==> src/rtl/uart_rx_sampler.sv <==
// UART receiver: 2-flop line synchroniser, 16x oversampled start detection,
// 3-sample majority vote per bit, optional parity, valid/ack output handshake.
module uart_rx_sampler #(
    parameter int DATA_BITS  = 8,
    parameter int OVERSAMPLE = 16
) (
    input  logic                 clk_in,
    input  logic                 rst,
    input  logic                 sample_tick,
    input  logic                 rx_serial,
    input  logic                 parity_en,
    input  logic                 parity_odd,
    input  logic                 rx_ack,
    output logic [DATA_BITS-1:0] rx_data,
    output logic                 rx_valid,
    output logic                 frame_err,
    output logic                 parity_err,
    output logic                 overrun,
    output logic                 busy
);

    typedef enum logic [2:0] {IDLE, START, DATA, PARITY, STOP} state_t;

    localparam int          IDX_W     = $clog2(DATA_BITS);
    localparam logic [3:0]  TCNT_LAST = 4'(OVERSAMPLE - 1);
    localparam logic [3:0]  TCNT_S0   = 4'd7;
    localparam logic [3:0]  TCNT_S1   = 4'd8;
    localparam logic [3:0]  TCNT_VOTE = 4'd9;

    state_t                 state_q, state_d;
    logic                   sync1_q, sync2_q;
    logic [3:0]             tcnt_q, tcnt_d;
    logic [IDX_W-1:0]       bit_idx_q, bit_idx_d;
    logic [1:0]             samp_q, samp_d;
    logic [DATA_BITS-1:0]   shift_q, shift_d;
    logic                   par_bit_q, par_bit_d;
    logic                   par_en_q, par_en_d;
    logic                   par_odd_q, par_odd_d;
    logic                   armed_q, armed_d;
    logic [DATA_BITS-1:0]   rx_data_q, rx_data_d;
    logic                   rx_valid_q, rx_valid_d;
    logic                   frame_err_q, frame_err_d;
    logic                   parity_err_q, parity_err_d;
    logic                   overrun_q, overrun_d;
    logic                   rx_s;
    logic                   voted;

    assign rx_s  = sync2_q;
    assign voted = (samp_q[0] & samp_q[1]) | (samp_q[0] & rx_s) | (samp_q[1] & rx_s);

    always_comb begin
        state_d      = state_q;
        tcnt_d       = tcnt_q;
        bit_idx_d    = bit_idx_q;
        samp_d       = samp_q;
        shift_d      = shift_q;
        par_bit_d    = par_bit_q;
        par_en_d     = par_en_q;
        par_odd_d    = par_odd_q;
        armed_d      = armed_q | rx_s;
        rx_data_d    = rx_data_q;
        rx_valid_d   = rx_valid_q & ~rx_ack;
        frame_err_d  = frame_err_q;
        parity_err_d = parity_err_q;
        overrun_d    = 1'b0;

        if (sample_tick) begin
            if (state_q != IDLE) begin
                tcnt_d = tcnt_q + 4'd1;
                if (tcnt_q == TCNT_S0) samp_d[0] = rx_s;
                if (tcnt_q == TCNT_S1) samp_d[1] = rx_s;
            end
            unique case (state_q)
                IDLE: begin
                    // armed blocks a held-low line (break) from retriggering
                    if (!rx_s && armed_q) begin
                        state_d = START;
                        tcnt_d  = 4'd0;
                    end
                end
                START: begin
                    if (tcnt_q == TCNT_VOTE && voted) begin
                        state_d = IDLE;
                        tcnt_d  = 4'd0;
                    end else if (tcnt_q == TCNT_LAST) begin
                        state_d   = DATA;
                        bit_idx_d = '0;
                        par_en_d  = parity_en;
                        par_odd_d = parity_odd;
                    end
                end
                DATA: begin
                    if (tcnt_q == TCNT_VOTE) begin
                        shift_d = {voted, shift_q[DATA_BITS-1:1]};
                    end
                    if (tcnt_q == TCNT_LAST) begin
                        if (bit_idx_q == IDX_W'(DATA_BITS - 1)) begin
                            state_d = par_en_q ? PARITY : STOP;
                        end else begin
                            bit_idx_d = bit_idx_q + IDX_W'(1);
                        end
                    end
                end
                PARITY: begin
                    if (tcnt_q == TCNT_VOTE) par_bit_d = voted;
                    if (tcnt_q == TCNT_LAST) state_d = STOP;
                end
                STOP: begin
                    if (tcnt_q == TCNT_VOTE) begin
                        state_d      = IDLE;
                        tcnt_d       = 4'd0;
                        rx_data_d    = shift_q;
                        frame_err_d  = ~voted;
                        parity_err_d = par_en_q & ((^shift_q ^ par_bit_q) != par_odd_q);
                        rx_valid_d   = 1'b1;
                        overrun_d    = rx_valid_q & ~rx_ack;
                        if (!voted) armed_d = 1'b0;
                    end
                end
                default: state_d = IDLE;
            endcase
        end
    end

    always_ff @(posedge clk_in) begin
        if (rst) begin
            state_q      <= IDLE;
            sync1_q      <= 1'b1;
            sync2_q      <= 1'b1;
            tcnt_q       <= 4'd0;
            bit_idx_q    <= '0;
            samp_q       <= 2'b00;
            shift_q      <= '0;
            par_bit_q    <= 1'b0;
            par_en_q     <= 1'b0;
            par_odd_q    <= 1'b0;
            armed_q      <= 1'b1;
            rx_data_q    <= '0;
            rx_valid_q   <= 1'b0;
            frame_err_q  <= 1'b0;
            parity_err_q <= 1'b0;
            overrun_q    <= 1'b0;
        end else begin
            state_q      <= state_d;
            sync1_q      <= rx_serial;
            sync2_q      <= sync1_q;
            tcnt_q       <= tcnt_d;
            bit_idx_q    <= bit_idx_d;
            samp_q       <= samp_d;
            shift_q      <= shift_d;
            par_bit_q    <= par_bit_d;
            par_en_q     <= par_en_d;
            par_odd_q    <= par_odd_d;
            armed_q      <= armed_d;
            rx_data_q    <= rx_data_d;
            rx_valid_q   <= rx_valid_d;
            frame_err_q  <= frame_err_d;
            parity_err_q <= parity_err_d;
            overrun_q    <= overrun_d;
        end
    end

    assign rx_data    = rx_data_q;
    assign rx_valid   = rx_valid_q;
    assign frame_err  = frame_err_q;
    assign parity_err = parity_err_q;
    assign overrun    = overrun_q;
    assign busy       = (state_q != IDLE);

endmodule

==> config.mk <==
export PLATFORM = sky130hd
export DESIGN_NAME = uart_rx_sampler
export DESIGN_NICKNAME = d
export VERILOG_FILES = /design/src/rtl/uart_rx_sampler.sv
export SDC_FILE = /design/constraint.sdc
export NUM_CORES = 1
export LEC_CHECK = 0
export BUFFER_PORTS_ARGS = -buffer_cell sky130_fd_sc_hd__buf_2
export CORE_ASPECT_RATIO = 0.75
export CORE_MARGIN = 8
export CORE_UTILIZATION = 55
export DETAILED_ROUTE_END_ITERATION = 6
export GPL_TIMING_DRIVEN = 0
export MAX_ROUTING_LAYER = met4
export PLACE_DENSITY_LB_ADDON = 0.1
export SLEW_MARGIN = 20
export SYNTH_ARGS = -nofsm -noshare
export SYNTH_HDL_FRONTEND = slang
export SYNTH_SLANG_ARGS = --single-unit
export TNS_END_PERCENT = 50
==> constraint.sdc <==
create_clock -name clk_in -period 1.9 [get_ports clk_in]
set_input_delay 0.095 -clock clk_in [delete_from_list [all_inputs] [get_ports clk_in]]
set_output_delay 0.095 -clock clk_in [all_outputs]
set_load 0.05 [all_outputs]
Yosys cells after proc, flatten, opt, wreduce, memory -nomap -nowiden
Index checks and enable logic that the tools add are counted.
Cells by class
  mux-type cells: 26
  reduce and logical (&&, ||, !) cells: 16
  bitwise operators: 15
  equality and inequality tests: 19
  add/sub/neg operators: 2
Operator list (number)
  2-to-1 mux 3 bit: 12
  2-to-1 mux 4 bit: 4
  != test 2 bit, second input constant: 8
  case mux 3 bit (5 select lines): 1
  AND reduction 3 bit: 5
  equality test 4 bit, second input constant: 3
  case mux 4 bit (3 select lines): 1
  parity 8 bit: 1
  2-to-1 mux 1 bit: 7
  AND reduction 7 bit: 1
  equality test 3 x 2 -> 1 bit, second input constant: 2
  equality test 3 bit, second input constant: 2
  inverter 1 bit: 6
  case mux 3 bit (2 select lines): 1
  AND reduction 6 bit: 1
  AND 1 bit: 5
  adder 4 x 1 -> 4 bit, second input constant: 1
  equality test 4 x 3 -> 1 bit, second input constant: 1
  AND reduction 4 bit: 1
  OR reduction 4 bit: 1
  adder 3 x 1 -> 3 bit, second input constant: 1
  equality test 3 x 1 -> 1 bit, second input constant: 1
  zero test 3 bit: 1
  != test 3 bit, second input constant: 1
  7 further kinds: 10
Word-level totals
  logic and storage cells: 95
  bits of input ports: 7
  output and inout bits: 13
  register bits: 38

Logic depth before layout (Yosys ltp)
Gate-level depths: netlist (run 1).
  depth after elaboration: 7
  mapped depth: 7
  gate-level depth less buffers: 6

Worst setup path after synthesis (run 1)
Ideal clock, no wire load.
  kind: register -> register
  start point: register tcnt_q[1]
  end point: register bit_idx_q[0]
  path buffers: 0
  data required time: 1.828 ns
  cell stages (with the launch flop): 7
  arrival time: 1.614 ns
  clock period less this slack: 1.686 ns
  path slack: 0.214 ns
  cells stage by stage: dfxtp_1 > inv_1 > ha_1 > and3b_1 > a211o_1 > a211oi_4 > mux2i_1
On the way
  longest elaborated chain between the ends: 4
  elaborated cells on any way between the ends: 7
  those cells by class: eq/ne (5); reduce/logical (2)
RTL lines
  start, declared: line 32  | logic [3:0] tcnt_q, tcnt_d;
  start signal, assigned: line 147  | tcnt_q <= tcnt_d;
  equality test 4 bit: line 82  | if (tcnt_q == TCNT_VOTE && voted) begin
  logical AND 1 bit: line 82
  != test 2 bit (no source line)
  AND reduction 6 bit (no source line) (*)
  end signal, assigned: line 148  | bit_idx_q <= bit_idx_d;
  end, declared: line 33  | logic [IDX_W-1:0] bit_idx_q, bit_idx_d;
Mark *: on every way between the ends. The rest lies on a longest branch, timed or not.
A chain may end at the register's enable or synchronous reset.

Worst setup path in the final report (run 1)
  start point: register tcnt_q[1]
  end point: register bit_idx_q[2]
The elaborated chain is that of the path after synthesis.

==> results of run 1 <==
[metrics by stage]
stage	hold WS (ns)	instance area (µm²)	utilization [%]	std cells	setup WS, ns
after floorplan	0.199	1790	-	180	0.214
after global placement	0.278	1930	60.3	238	0.0422
after detailed placement	0.286	1930	60.3	238	-0.0107
after CTS	0.0395	2030	63.6	247	0.0268
after global routing	0.0435	2050	64.1	247	0.00255
final	0.0433	2050	64.1	247	0.0806
[power by group]
group | internal [W] | switching [W] | leakage [nW] | total (W)
Clock | 0.000246 | 0.000271 | 0.0438 | 0.000517
Sequential | 0.000802 | 0.00000488 | 0.307 | 0.000807
Combinational | 0.0000412 | 0.0000675 | 0.470 | 0.000109
[per-layer routing]
metal | part of all wire [%] | vias up | global-route usage, %
met5 | 0 | - | -
met4 | 0.38 | 0 | 6.99
met3 | 7.9 | 2 | 5.86
met2 | 47 | 48 | 24.8
met1 | 45 | 674 | 19.9
li1 | - | 699 | -
[critical path: stages, from the launching register on]
cell	delay, ns
sky130_fd_sc_hd__dfxtp_2	0.35
sky130_fd_sc_hd__inv_1	0.07
sky130_fd_sc_hd__ha_2	0.18
sky130_fd_sc_hd__and3b_2	0.26
sky130_fd_sc_hd__a211o_1	0.32
sky130_fd_sc_hd__a211oi_4	0.34
sky130_fd_sc_hd__mux2i_1	0.22
[kinds of logic after synthesis]
family | share of synthesized area (%)
adder cells (fa/ha/maj) | 4.13
AO/OA/AOI/OAI | 14.1
AND/OR/NAND/NOR | 18.3
multiplexers | 10.9
flip-flops | 42.6
XOR/XNOR | 4.69
buffers and inverters | 5.32
[layout make-up]
class	instances	area, µm²
buffer	11	68.8
clock buffer	5	68.8
clock inverter	2	10.0
fill	270	1150
inverter	7	26.3
multi-input combinational	124	956
sequential	38	762
tap	40	50.0
timing repair buffer	20	108
[worst max-delay path by stage]
stage	start	end	cells past startpoint
finish	tcnt_q[1]	bit_idx_q[2]	6
global route	tcnt_q[0]	state_q[1]	5
CTS	tcnt_q[1]	bit_idx_q[2]	6
detailed placement	tcnt_q[1]	bit_idx_q[0]	6
global placement	state_q[2]	shift_q[1]	6
floorplan	tcnt_q[1]	bit_idx_q[0]	6
[registers in the layout, indices dropped and copies added, names as in the netlist, 2 cells and up]
signal	cells
shift_q	8
tcnt_q	4
rx_data	8
bit_idx_q	3
state_q	3
samp_q	2
[cell usage in the layout, fill, tap and decap left out, types with 3 or more instances in the layout]
cell type                   n
sky130_fd_sc_hd__nand4_1    4
sky130_fd_sc_hd__a31oi_1    3
sky130_fd_sc_hd__nor2_1    21
sky130_fd_sc_hd__mux2_2     3
sky130_fd_sc_hd__nor2b_1    3
sky130_fd_sc_hd__ha_1       3
sky130_fd_sc_hd__nand3_1    6
sky130_fd_sc_hd__and3_1     3
sky130_fd_sc_hd__clkbuf_8   5
sky130_fd_sc_hd__inv_1      7
sky130_fd_sc_hd__buf_4      3
sky130_fd_sc_hd__xnor2_1    7
sky130_fd_sc_hd__nand2_1    7
sky130_fd_sc_hd__dfxtp_1   37
sky130_fd_sc_hd__mux2i_1   16
sky130_fd_sc_hd__a22o_1     9
sky130_fd_sc_hd__clkbuf_1   3
sky130_fd_sc_hd__buf_2     22
[repair_timing]
| action | in CTS | in global routing |
|---|---|---|
| hold buffers | 1 | 0 |
| cloned | 0 | 0 |
| endpoints found under the setup margin | 8 | 10 |
| gates resized for setup | 4 | 4 |
| pin swaps | 2 | 1 |
| hold endpoints to repair | 1 | 0 |
| buffers inserted | 1 | 0 |
==> results.md, run 1 <==
Place:
- Detailed placement finished with a half-perimeter wire length of 2770 µm.
- In this run the tool buffered the top-level ports with 18 buffer cells.
- The global placer's final weighted congestion is 0.938.

Timing:
- The clock skew is 0.00832 ns.
- In the finished design, the share of the clock period the worst path needs comes to 95.8%.
- The minimum period implied by the final worst setup slack is 1.82 ns.
- The final total negative setup slack is 0 ns.
- For the pin with the worst max-slew slack, the measured transition is 0.600 ns.
- The number of pins with negative max-slew slack in the final report is 0.
- Setup repair after global routing left no endpoint under its margin.
- Static timing analysis puts the maximum clock frequency at 0.550 GHz.
- The total of endpoints with negative setup slack in the final report is 0.
- The worst pin sits at a relative slew slack of 59.6%.
- The number of hold violations in the final report is 0.

Clock tree:
- The maximum root-to-sink buffer count is 2.
- The clock network latency to the later pin of the worst-skew pair is 0.29 ns.
- The H-tree was split into 2 levels.
- The clock net sink count is 38.
- The clock-pin slew of the registers on the worst-case setup and hold paths is 0.07 ns.
- The number of clock buffers inserted by TritonCTS is 5.
- The root cell of the clock tree is sky130_fd_sc_hd__clkbuf_8.
- The clock tree from TritonCTS is built.

Yosys:
- The unique cell type count in the Yosys netlist is 46.
- After synthesis the netlist holds a flip-flop and latch count of 38.
- The mapped netlist covers 1790 µm².
- Counting flops with a built-in enable in the synthesized netlist gives 0.
- In the synthesized netlist, the number of instances is 180.
- The biggest area contributor in the post-synthesis netlist is sky130_fd_sc_hd__dfxtp_1.
- For this run, the register share of the synthesized area comes to 42.6%.
- The most instantiated library cell after synthesis is sky130_fd_sc_hd__dfxtp_1.
- After synthesis, the largest area contributor takes up 42.6% of total cell area.
- Counting every net in the synthesized netlist gives 192.
- The synthesized area per cell is 9.93 µm².
- In the synthesized netlist, the cells that appear most often are sky130_fd_sc_hd__dfxtp_1 (38), sky130_fd_sc_hd__nor2_1 (21), sky130_fd_sc_hd__mux2i_1 (16).
- The most instantiated flip-flop cell in the synthesis netlist is sky130_fd_sc_hd__dfxtp_1.
- The yosys synthesis warning count is 0.
- Sorting the synthesized cells by area gives the leading types as sky130_fd_sc_hd__dfxtp_1 (43%), sky130_fd_sc_hd__mux2i_1 (9.0%), sky130_fd_sc_hd__a22o_1 (4.4%).
- The share of flip-flops with an asynchronous set or reset is 0%.

Floorplanning:
- The floorplan has 18 rows.
- Measured along the y axis, the die boundary spans 65.4 µm.
- The area enclosed by the die boundary is 5350 µm².
- The number of top-level pins is 20.
- The region available for standard cell placement spans 3200 µm².
- The die is 81.8 µm wide.
- The effective utilization at floorplan is 55.9%.

Finish:
- The total number of nets in the final design is 219.
- The count of inserted antenna diode cells is 0.
- In the final layout, the share of cells above drive strength 1 is 25.1%.
- The area growth from synthesis to layout is 14.7%.

Worst setup path:
- The critical-path maximum fanout is 5.
- For the worst setup path, the data arrival time is 2.04 ns.
- The worst path required time is 2.12 ns.
- The startpoint kind of the worst setup timing path is a register.
- The critical path in this run is classified as reg -> reg.
- STA classifies the critical path endpoint as a register.
- The endpoint identified for the worst register-to-register timing path is bit_idx_q[2].
- The startpoint identified for the worst register-to-register timing path is tcnt_q[1].
- For the worst flop-to-flop path, the logic depth is 6.
- The internal reg-to-reg setup slack is 0.08 ns.

Worst hold path:
- The worst hold path endpoint is par_en_q.
- The cell depth of the worst min-delay path is 3.
- The path class of the tightest hold or removal check is in -> reg.
- The startpoint identified for the worst hold timing path is parity_en.

Power and ir drop:
- The maximum resistive drop on vdd is 0.579 mV.
- In this run the power density over the cells is 699 nW/µm².
- For this design the static power due to leakage is 0.821 nW.
- The total power is 0.00143 W.

Global route:
- The first global-routing pass estimated 6640 µm of wire.
- The initial antenna violation count was 0.
- The via count of the first global-routing pass is 1421.
- The aggregate global routing overflow is 0.
- The overall fraction of global-route tracks in use is 16.6%.
- Entering global routing, the biggest net connects 12 pins.

Drt:
- Wires add up to 3960 µm.
- The detail route stage leaves a number of antenna-violating nets equal to 0.
- For this block, the via count after detailed routing is 1423.
- The remaining routing DRC violations is 0.
- The first routing iteration left 93 violations.
- The number of vias per cell is 5.76.
- The first detailed-routing pass ran for 4 iterations.
- The average detailed-routed wire length per instance is 16.0 µm.

Flow run:
- The number of maximum-capacitance violations is 0.

Status:
- The flow ran to the end, and the final reports show no timing, DRC or antenna violations.
Power figures use the tool's default switching activity.
==> inputs of run 2 (changes only) <==
Settings changed: CORE_MARGIN 8 to unset, TNS_END_PERCENT 50 to 100.
==> run 2 against run 1 <==
Register-to-register slack lost 0.02 ns. Final cell count shrank 0.40%. Utilization grew 4.1 points. Clock power is essentially flat. Global-route usage grew 8.8 points. Highest routed layer unchanged. Setup slack lost 0.018 ns. Routed wire length shrank 3.0%. Worst hold slack gained 0.0041 ns. Clock skew shrank 0.0017 ns. Critical endpoint is now bit_idx_q[1].
==> results.md, run 2 (synthesis gave the netlist of run 1 again) <==
Worst setup path:
- The critical path start-end classification is reg -> reg.
- Of all nets on the critical path, the largest fanout is 4.
- The cell family contributing the most delay on the critical path is compound AO/OA/AOI/OAI gates.
- The number of buffer and inverter stages on the critical path is 1.
- In this run the number of cells on the critical path is 6.
- The cell type of the slowest stage on the worst timing path is sky130_fd_sc_hd__dfxtp_2.
- In this run the critical register-to-register path is captured at bit_idx_q[1].
- The worst register-to-register path begins at tcnt_q[1].
- The critical path arrival is 2.05 ns.
- STA classifies the critical path endpoint as a register.
- Walking the worst path, the cells encountered are inv_1 > ha_2 > and3b_2 > a211o_1 > a211oi_4 > mux2i_1.
- The most critical setup path has its startpoint at tcnt_q[1].
- The worst register-to-register path has a depth of 6.
- For this run, the slowest stage of the critical path takes 0.35 ns.
- The startpoint kind of the worst setup timing path is a register.
- The critical path ends at bit_idx_q[1].
- The worst path required time is 2.12 ns.
- The internal reg-to-reg setup slack is 0.06 ns.

Timing:
- The final total negative setup slack is 0 ns.
- The number of hold violations in the final report is 0.
- Setup repair after global routing could not meet its margin everywhere.
- Across all hold checks on the routed design, the worst slack comes to 0.0474 ns.
- The minimum period implied by the final worst setup slack is 1.84 ns.
- The maximum clock rate is 0.544 GHz.
- The tightest slew margin relative to the limit is 60.9%.
- The minimum setup slack in the final design is 0.0622 ns.
- Setup violations remaining at the end of the flow were counted as 0.
- For the pin with the worst max-slew slack, the measured transition is 0.581 ns.
- Dividing the final minimum period by the clock period gives 96.7%.
- The number of pins with negative max-slew slack in the final report is 0.
- The clock skew is 0.00659 ns.

Place:
- The number of input and output port buffers inserted is 18.
- The global placer's final weighted congestion is 0.960.
- Counting tap cells, the placed design contains a total of 236 instances.
- The estimated wirelength of the detail-placed design is 2730 µm.
- At the placement stage, the worst setup path has a slack of -0.00305 ns.

Global route:
- The first-pass GRT wire length is 6110 µm.
- The pin count of the biggest net entering global routing is 12.
- The aggregate global routing overflow is 0.
- The initial antenna violation count is 0.
- The via count of the first global-routing pass is 1307.
- The overall fraction of global-route tracks in use is 25.4%.

Finish:
- In the final layout, the share of cells above drive strength 1 is 25.5%.
- From synthesis to final layout, the design area changed by 15.3%.
- The final layout contains 220 nets.
- The count of cells in the finished layout, fillers not included, comes to 246.
- 0 antenna diodes ended up in the layout.
- The commonest non-fill, non-tap cell in the layout is sky130_fd_sc_hd__dfxtp_1.
- In the layout the commonest cells are sky130_fd_sc_hd__dfxtp_1 (37), sky130_fd_sc_hd__buf_2 (22), sky130_fd_sc_hd__nor2_1 (21).
- At the end of the flow the core is filled with cells to 68.2%.

Drt:
- The number of design-rule violations left by the first detailed-router iteration is 107.
- For this block, the via count after detailed routing is 1460.
- After detailed routing, the average wire length per cell comes to 15.6 µm.
- The total wirelength of the detailed-routed design is 3840 µm.
- The count of nets left with antenna violations once routing finished came out at 0.
- The first detailed-routing pass took 5 iterations.
- The remaining routing DRC violations is 0.
- The number of vias per cell is 5.93.

Clock tree:
- The root cell of the clock tree is sky130_fd_sc_hd__clkbuf_8.
- The H-tree was split into 2 levels.
- The clock tree from TritonCTS is built.
- The clock-pin slew of the registers on the worst-case setup and hold paths is 0.07 ns.
- The clock drives 38 sinks.
- The maximum root-to-sink buffer count is 2.
- The number of clock buffers inserted by TritonCTS is 5.
- The clock network latency to the later pin of the worst-skew pair is 0.29 ns.

Power and ir drop:
- Of the total power, combinational logic draws 7.9%.
- The net switching share of the total power is 24.0%.
- For this design the total switching power over the nets is 0.000345 W.
- Across the VDD grid, the largest voltage drop is 0.448 mV.
- Cell internal power was estimated by the tool at 0.00109 W.
- The analysis attributes to cell leakage a power of 0.827 nW.
- The share of total power in sequential cells is 56.2%.
- Dividing total power by cell area gives a power density of 697 nW/µm².
- The fraction of power consumed by the clock network is 35.9%.

Floorplanning:
- The number of top-level pins is 20.
- In this run the vertical extent of the chip is 51.4 µm.
- The number of placement rows is 17.
- The floorplan step defined a core boundary enclosing 3020 µm².
- The die covers 3480 µm².
- Measured along the x axis, the die boundary spans 67.8 µm.
- The initial utilization of the core area, before any placement, comes to 59.2%.

Status:
- The run finished with clean final reports.

Flow run:
- The number of maximum-capacitance violations is 0.

Worst hold path:
- The launch instance of the worst min-delay path is parity_odd.
- The class of the tightest hold or removal check is in -> reg.
- The worst hold path passes through 3 cells.
run 2: metal layers:
metal	global-route usage, %	up-vias	share of wire, %
met4	13.5	0	2.7
met1	31.8	693	46
li1	-	703	-
met2	37.6	53	44
met5	-	-	0
met3	6.03	11	6.4
run 2: repair_timing:
item,CTS,global route
endpoints found under the setup margin,2,29
hold buffers,1,0
hold endpoints to repair,1,0
buffers inserted,1,1
pin swaps,2,2
resized for setup,2,7
run 2: area by class of cell:
type,instances,area (µm²)
well taps,38,47.5
fillers,237,960
inverters,7,26.3
repair buffers,21,115
clock buffers,5,68.8
multi-input cells,124,962
clock inverters,2,10.0
flip-flops and latches,38,762
plain buffers,11,68.8
run 2: worst min-delay path by stage:
stage               slack [ns]        end
floorplan                 0.20    sync1_q
global placement          0.28    sync1_q
detailed placement        0.28    sync1_q
CTS                       0.05  par_odd_q
global route              0.07  par_odd_q
finish                    0.05  par_odd_q
run 2: tightest hold or removal path, cell delays in order:
cell and delay [ns]:
sky130_fd_sc_hd__buf_2 0.07, sky130_fd_sc_hd__mux2i_1 0.05, sky130_fd_sc_hd__nor2_1 0.08
run 2: metrics by stage:
step | area [µm²] | power [W]
finish | 2060 | 0.00144
global route | 2060 | 0.00149
CTS | 2020 | 0.00144
detailed placement | 1920 | 0.000925
global placement | 1920 | 0.000921
floorplan | 1790 | 0.000899
run 2: power by group through the flow:
stage	clock, W	sequential [W]	combinational [W]
floorplan	0	0.000824	0.0000751
global placement	0	0.000824	0.0000965
detailed placement	0	0.000825	0.000100
CTS	0.000530	0.000807	0.000105
global route	0.000561	0.000807	0.000122
finish	0.000515	0.000807	0.000114
